==> src/rtl/draw_pkg.sv <==
// Shared types and constants for the VGA draw path: screen bounds, field
// widths, the packed pixel record and an on-screen test used by clipping.
package draw_pkg;

  localparam int SCREEN_W = 160;
  localparam int SCREEN_H = 120;
  localparam int COORD_W  = 15;
  localparam int X_W      = 8;
  localparam int Y_W      = 7;
  localparam int COLOUR_W = 9;

  // 24-bit pixel record; {x, y} matches the requester coords packing.
  typedef struct packed {
    logic [X_W-1:0]      x;
    logic [Y_W-1:0]      y;
    logic [COLOUR_W-1:0] colour;
  } pixel_t;

  function automatic logic pix_on_screen(input pixel_t p);
    return (int'(p.x) < SCREEN_W) && (int'(p.y) < SCREEN_H);
  endfunction

endpackage

==> src/rtl/draw_pixel_fifo.sv <==
// Synchronous pixel FIFO. DEPTH must be a power of two so pointers wrap
// naturally. Push while full and pop while empty are ignored.
module draw_pixel_fifo
  import draw_pkg::*;
#(
  parameter int DEPTH = 8
) (
  input  logic                     clk,
  input  logic                     resetn,
  input  logic                     push,
  input  logic                     pop,
  input  pixel_t                   din,
  output pixel_t                   dout,
  output logic [$clog2(DEPTH):0]   count,
  output logic                     full,
  output logic                     empty
);

  localparam int AW = $clog2(DEPTH);

  pixel_t         r_mem [DEPTH];
  logic [AW-1:0]  r_wr_ptr;
  logic [AW-1:0]  r_rd_ptr;
  logic [AW:0]    r_count;
  logic           w_do_push;
  logic           w_do_pop;

  assign full      = (r_count == (AW+1)'(DEPTH));
  assign empty     = (r_count == '0);
  assign count     = r_count;
  assign dout      = r_mem[r_rd_ptr];
  assign w_do_push = push && !full;
  assign w_do_pop  = pop && !empty;

  // Storage array; contents need no reset since occupancy gates reads.
  always_ff @(posedge clk) begin
    if (w_do_push) r_mem[r_wr_ptr] <= din;
  end

  // Read/write pointers and occupancy.
  always_ff @(posedge clk or negedge resetn) begin
    if (!resetn) begin
      r_wr_ptr <= '0;
      r_rd_ptr <= '0;
      r_count  <= '0;
    end else begin
      if (w_do_push) r_wr_ptr <= r_wr_ptr + 1'b1;
      if (w_do_pop)  r_rd_ptr <= r_rd_ptr + 1'b1;
      case ({w_do_push, w_do_pop})
        2'b10:   r_count <= r_count + 1'b1;
        2'b01:   r_count <= r_count - 1'b1;
        default: r_count <= r_count;
      endcase
    end
  end

endmodule

==> src/rtl/vga_draw_arbiter.sv <==
// Round-robin merge of drawing requesters into the single VGA write port.
// A combinational arbiter grants one requester per cycle into a pixel FIFO;
// a registered output stage drains it, one pixel per cycle, unless stalled.
// Optional macro DRAW_ARB_CLIP_EN: off-screen pixels are popped and dropped.
module vga_draw_arbiter
  import draw_pkg::*;
#(
  parameter int NUM_REQ    = 4,
  parameter int FIFO_DEPTH = 8
) (
  input  logic                            clk,
  input  logic                            resetn,
  input  logic [NUM_REQ-1:0]              req_valid,
  input  logic [COORD_W*NUM_REQ-1:0]      req_coords,
  input  logic [COLOUR_W*NUM_REQ-1:0]     req_colour,
  output logic [NUM_REQ-1:0]              req_ready,
  input  logic                            vga_stall,
  output logic [X_W-1:0]                  vga_x,
  output logic [Y_W-1:0]                  vga_y,
  output logic [COLOUR_W-1:0]             vga_colour,
  output logic                            vga_plot,
  output logic [$clog2(FIFO_DEPTH):0]     fifo_count,
  output logic                            idle
);

  localparam int PW = $clog2(NUM_REQ);

  logic [PW-1:0]          r_rr_ptr;
  logic [PW-1:0]          w_grant_idx;
  logic                   w_grant_any;
  logic                   w_push;
  logic                   w_pop;
  logic                   w_keep;
  logic                   w_fifo_full;
  logic                   w_fifo_empty;
  pixel_t                 w_push_px;
  pixel_t                 w_pop_px;
  logic [X_W-1:0]         r_x;
  logic [Y_W-1:0]         r_y;
  logic [COLOUR_W-1:0]    r_colour;
  logic                   r_plot;

  // Search for the first valid requester starting at the round-robin pointer.
  always_comb begin
    int            w_idx;
    logic [PW-1:0] w_cand;
    w_grant_any = 1'b0;
    w_grant_idx = '0;
    w_idx       = 0;
    w_cand      = '0;
    for (int k = 0; k < NUM_REQ; k++) begin
      w_idx  = (int'(r_rr_ptr) + k) % NUM_REQ;
      w_cand = PW'(w_idx);
      if (!w_grant_any && req_valid[w_cand]) begin
        w_grant_any = 1'b1;
        w_grant_idx = w_cand;
      end
    end
  end

  // One-hot ready; a full FIFO blocks all grants even if a pop is underway.
  always_comb begin
    req_ready = '0;
    if (w_grant_any && !w_fifo_full) req_ready[w_grant_idx] = 1'b1;
  end

  assign w_push    = w_grant_any && !w_fifo_full;
  assign w_push_px = {req_coords[w_grant_idx*COORD_W +: COORD_W],
                      req_colour[w_grant_idx*COLOUR_W +: COLOUR_W]};
  assign w_pop     = !w_fifo_empty && !vga_stall;

`ifdef DRAW_ARB_CLIP_EN
  assign w_keep = pix_on_screen(w_pop_px);
`else
  assign w_keep = 1'b1;
`endif

  // Advance the round-robin pointer past the requester just served.
  always_ff @(posedge clk or negedge resetn) begin
    if (!resetn) begin
      r_rr_ptr <= '0;
    end else if (w_push) begin
      r_rr_ptr <= PW'((int'(w_grant_idx) + 1) % NUM_REQ);
    end
  end

  draw_pixel_fifo #(
    .DEPTH (FIFO_DEPTH)
  ) u_fifo (
    .clk    (clk),
    .resetn (resetn),
    .push   (w_push),
    .pop    (w_pop),
    .din    (w_push_px),
    .dout   (w_pop_px),
    .count  (fifo_count),
    .full   (w_fifo_full),
    .empty  (w_fifo_empty)
  );

  // Output register: plot pulses once per forwarded pixel, coords hold otherwise.
  always_ff @(posedge clk or negedge resetn) begin
    if (!resetn) begin
      r_x      <= '0;
      r_y      <= '0;
      r_colour <= '0;
      r_plot   <= 1'b0;
    end else begin
      r_plot <= 1'b0;
      if (w_pop && w_keep) begin
        r_x      <= w_pop_px.x;
        r_y      <= w_pop_px.y;
        r_colour <= w_pop_px.colour;
        r_plot   <= 1'b1;
      end
    end
  end

  assign vga_x      = r_x;
  assign vga_y      = r_y;
  assign vga_colour = r_colour;
  assign vga_plot   = r_plot;
  assign idle       = w_fifo_empty && !r_plot;

endmodule

==> config.mk <==
export PLATFORM = sky130hd
export DESIGN_NAME = vga_draw_arbiter
export DESIGN_NICKNAME = d
export VERILOG_FILES = /design/src/rtl/draw_pkg.sv /design/src/rtl/draw_pixel_fifo.sv /design/src/rtl/vga_draw_arbiter.sv
export SDC_FILE = /design/constraint.sdc
export NUM_CORES = 1
export LEC_CHECK = 0
export ABC_AREA = 1
export CORE_MARGIN = 8
export CORE_UTILIZATION = 60
export CTS_CLUSTER_DIAMETER = 50
export DETAILED_ROUTE_END_ITERATION = 7
export GPL_TIMING_DRIVEN = 0
export PLACE_DENSITY_LB_ADDON = 0.25
export REMOVE_ABC_BUFFERS = 1
export SYNTH_ARGS = -nofsm -noshare
export SYNTH_HDL_FRONTEND = slang
export SYNTH_HIERARCHICAL = 1
export SYNTH_SLANG_ARGS = --single-unit
==> constraint.sdc <==
create_clock -name clk -period 6.2 [get_ports clk]
set_clock_uncertainty 0.05 [all_clocks]
set_input_delay 0.93 -clock clk [delete_from_list [all_inputs] [get_ports clk]]
set_output_delay 0.93 -clock clk [all_outputs]
set_load 0.01 [all_outputs]
==> impl_metrics.yaml <==
power_and_ir_drop:
  ir_worst_vdd_v: 0.000984
  combPwrFrac_pct: 43.9
  leakage_uw: 0.00534
  switching_share_pct: 40.4
  powerDensity_mw_per_mm2: 671
  total_power_uw: 8640
  power.switching_uw: 3490
  seq_power_share_pct: 39.0
  pwr-share-clk_pct: 17.1
  intPower_uw: 5150
layout:
  antennaDiodeCount: 0
  fill_cells: 1165
  area_delta_synth_final_pct: 21.0
  final_nets: 1302
  post-route-util_pct: 74.4
  drive_above_1_share_pct: 7.78
critical_path:
  path_cells: "clkdlybuf4s50_1, inv_1, nand2_1, nand3_1, nand2_2, nor2_4, nand3_1, nand3_2, inv_2, nor3_2, clkdlybuf4s50_1"
  arrival_ps: 4010
  path_max_fanout: 28
  r2r-end: "u_fifo/r_mem[0][10]"
  worstPathRequired_ps: 5220
  worstSetupEndpointType: "output pin"
  r2r-start: "r_rr_ptr[0]"
  reg2reg_depth: 11
  crit_family: "buffers and inverters"
  worstSetupPathType: "primary input to output pin"
  path_buf_inv: 4
  worstSetupStartpointType: "primary input"
  cp_slowest_cell: "inv_2"
  critical_path.max_stage_delay_ps: 830
  reg2reg_slack_ps: 2790
sta:
  rsz0062_at_grt: "false"
  finalWorstSetupSlack_ps: 1210
  setup_viol: 0
  final-hold-violation-count: 0
  max_freq_mhz: 201
  relSlewSlack_pct: 9.35
  setup-tns-final_ps: 0
  min_period_over_period_pct: 80.4
  worstMarginPinSlew_ps: 1360
  maxSlewViolCount: 0
  whs_ps: 293
  min_period_ps: 4990
floorplanning:
  start_util_pct: 61.5
  io_pins: 137
  die_area_sq_mm: 0.0223
  chipHeight_um: 149
  core_sq_mm: 0.0173
  num_rows: 48
  chipWidth_um: 149
clocking:
  root_buffer: "clkbuf_16"
  clock_tree.buffer_depth: 3
  cts_resized: 0
  htreeDepth: 1
  clk-insertion-delay-late_ps: 500
  hold_buffers: 0
  cts.sinks: 229
  cts_made_buffers: 22
  tritoncts: "done"
  post_cts_buffers: 0
  clk_pin_slew_ps: 60
placement:
  place_ws_ps: 1260
  io_buffers: 136
  hpwl_um: 13900
  gp_congestion: 0.757
synthesis:
  ys_top_cells_by_area: "edfxtp_1 (54%), nand2_1 (17%), dfrtp_1 (8.7%), nand3_1 (2.8%), o21ai_0 (2.8%)"
  ys_seq_area_share_pct: 62.9
  syn-cell-area_sq_mm: 0.0106
  yosys_warnings: 6
  yosysUniqueCellTypes: 30
  yosys.area.top_type: "edfxtp_1"
  ys_ff_latch: 229
  syn_area_per_cell_sq_um: 9.80
  synth.top_cell.area_share_pct: 54.2
  netlist_instances: 1086
global_route:
  grt_use_total_pct: 22.1
  grt_pass1_vias: 7522
  grt_max_degree: 99
  grt_overflow_total: 0
  antenna_found_initial: 0
  grt_pass1_wl_um: 38800
route:
  dr_total_vias: 7802
  drt_pass1_iterations: 5
  wirelength_um: 24600
  first_iter_violations: 660
  drc: 0
  wl_per_cell_um: 17.1
  postRouteAntennaNets: 0
  vias_per_cell: 5.44
worst_hold_path:
  hold_class: "primary input to asynchronous set/reset pin"
outcome:
  status: "finished, final reports clean"
run:
  max-cap-violations: 0
cell usage after synthesis (all sizes together):
library cell    n
a21oi           2
buf            49
clkbuf          9
dfrtp          37
edfxtp        192
fa              1
ha              5
inv            30
mux2           24
nand2         496
nand3          62
nand3b          1
nor2           65
nor3            1
o21ai         104
or2             1
xnor2           4
xor2            3
registers in the layout, indices dropped and copies added (netlist names):
register and flops:
vga_colour 9, u_fifo/r_rd_ptr 3, vga_x 8, vga_plot 1, r_rr_ptr 2, u_fifo/r_mem 192, u_fifo/r_wr_ptr 3, vga_y 7
u_fifo/count 4
cell usage in the layout (no fill, tap or decap):
cell / instances
ha_1: 5
a21oi_1: 2
o21ai_0: 60
nand2_1: 491
nand3_2: 2
nor2_4: 10
buf_2: 1
buf_12: 5
dfrtp_2: 1
bufinv_16: 4
clkbuf_1: 1
nand2_4: 2
inv_6: 1
clkbuf_8: 8
nand3b_1: 1
dfrtp_1: 35
nand2_2: 3
fa_1: 1
clkbuf_16: 23
dfrtp_4: 1
clkdlybuf4s50_1: 135
nor2_1: 55
xnor2_1: 4
or2_2: 1
nand3_1: 60
clkinv_2: 2
xor2_1: 3
clkinv_1: 1
clkinv_4: 1
mux2_2: 24
o21ai_1: 44
edfxtp_1: 192
nor3_2: 1
inv_1: 25
inv_2: 4
per-layer routing:
metal | wire length (um) | part of all wire (%) | up-vias | track usage, %
li1 | - | - | 3816 | -
met1 | 10100 | 41 | 3626 | 28.0
met2 | 12200 | 50 | 312 | 37.8
met3 | 1780 | 7.2 | 48 | 3.76
met4 | 510 | 2.1 | 0 | 7.42
met5 | 0 | 0 | - | 0
cell families after synthesis:
group	after synthesis	synth area share, %
multiplexers	24	2.54
AO/OA/AOI/OAI	106	4.99
AND/OR/NAND/NOR	626	23.3
buffers and inverters	88	4.95
adder cells (fa/ha/maj)	6	0.776
XOR/XNOR	7	0.576
flip-flops	229	62.9
worst max-delay path by stage:
stage,startpoint,end,cells after the start
final,req_valid[3],req_ready[3],11
after global routing,req_valid[3],req_ready[0],12
after CTS,req_valid[3],req_ready[3],11
after detailed placement,req_valid[3],req_ready[3],11
after global placement,req_valid[3],req_ready[1],12
after floorplan,req_valid[3],req_ready[0],9
layout make-up:
class,count,area [sq um],share of cell area (%)
Clock buffer,32,689,5.35
Multi-Input combinational cell,769,3490,27.1
Tap cell,225,282,2.19
Sequential cell,229,6700,52.0
Inverter,30,118,0.913
Clock inverter,8,143,1.11
Timing Repair Buffer,141,1460,11.3
worst register-to-register path, delay by kind of cell (launching register included):
kind | cells | cell delay, ps
AND/OR/NAND/NOR | 7 | 1700
flip-flops | 1 | 550
buffers and inverters | 3 | 430
AO/OA/AOI/OAI | 1 | 300
power groups by stage:
stage / sequential (uW) / clock (uW) / combinational [uW]
2_1_floorplan: 3340 / 0 / 2360
3_3_place_gp: 3410 / 0 / 3520
3_5_place_dp: 3390 / 0 / 3760
4_1_cts: 3370 / 1490 / 3790
5_1_grt: 3430 / 1540 / 4260
6_report: 3370 / 1480 / 3790
through the flow:
step                      instance area [sq um]  cells
after floorplan                           10200   1028
after global placement                    11900   1389
after detailed placement                  12000   1394
after CTS                                 12900   1434
after global routing                      12900   1434
final                                     12900   1434
Note: power is estimated with default switching activity, not from simulation.
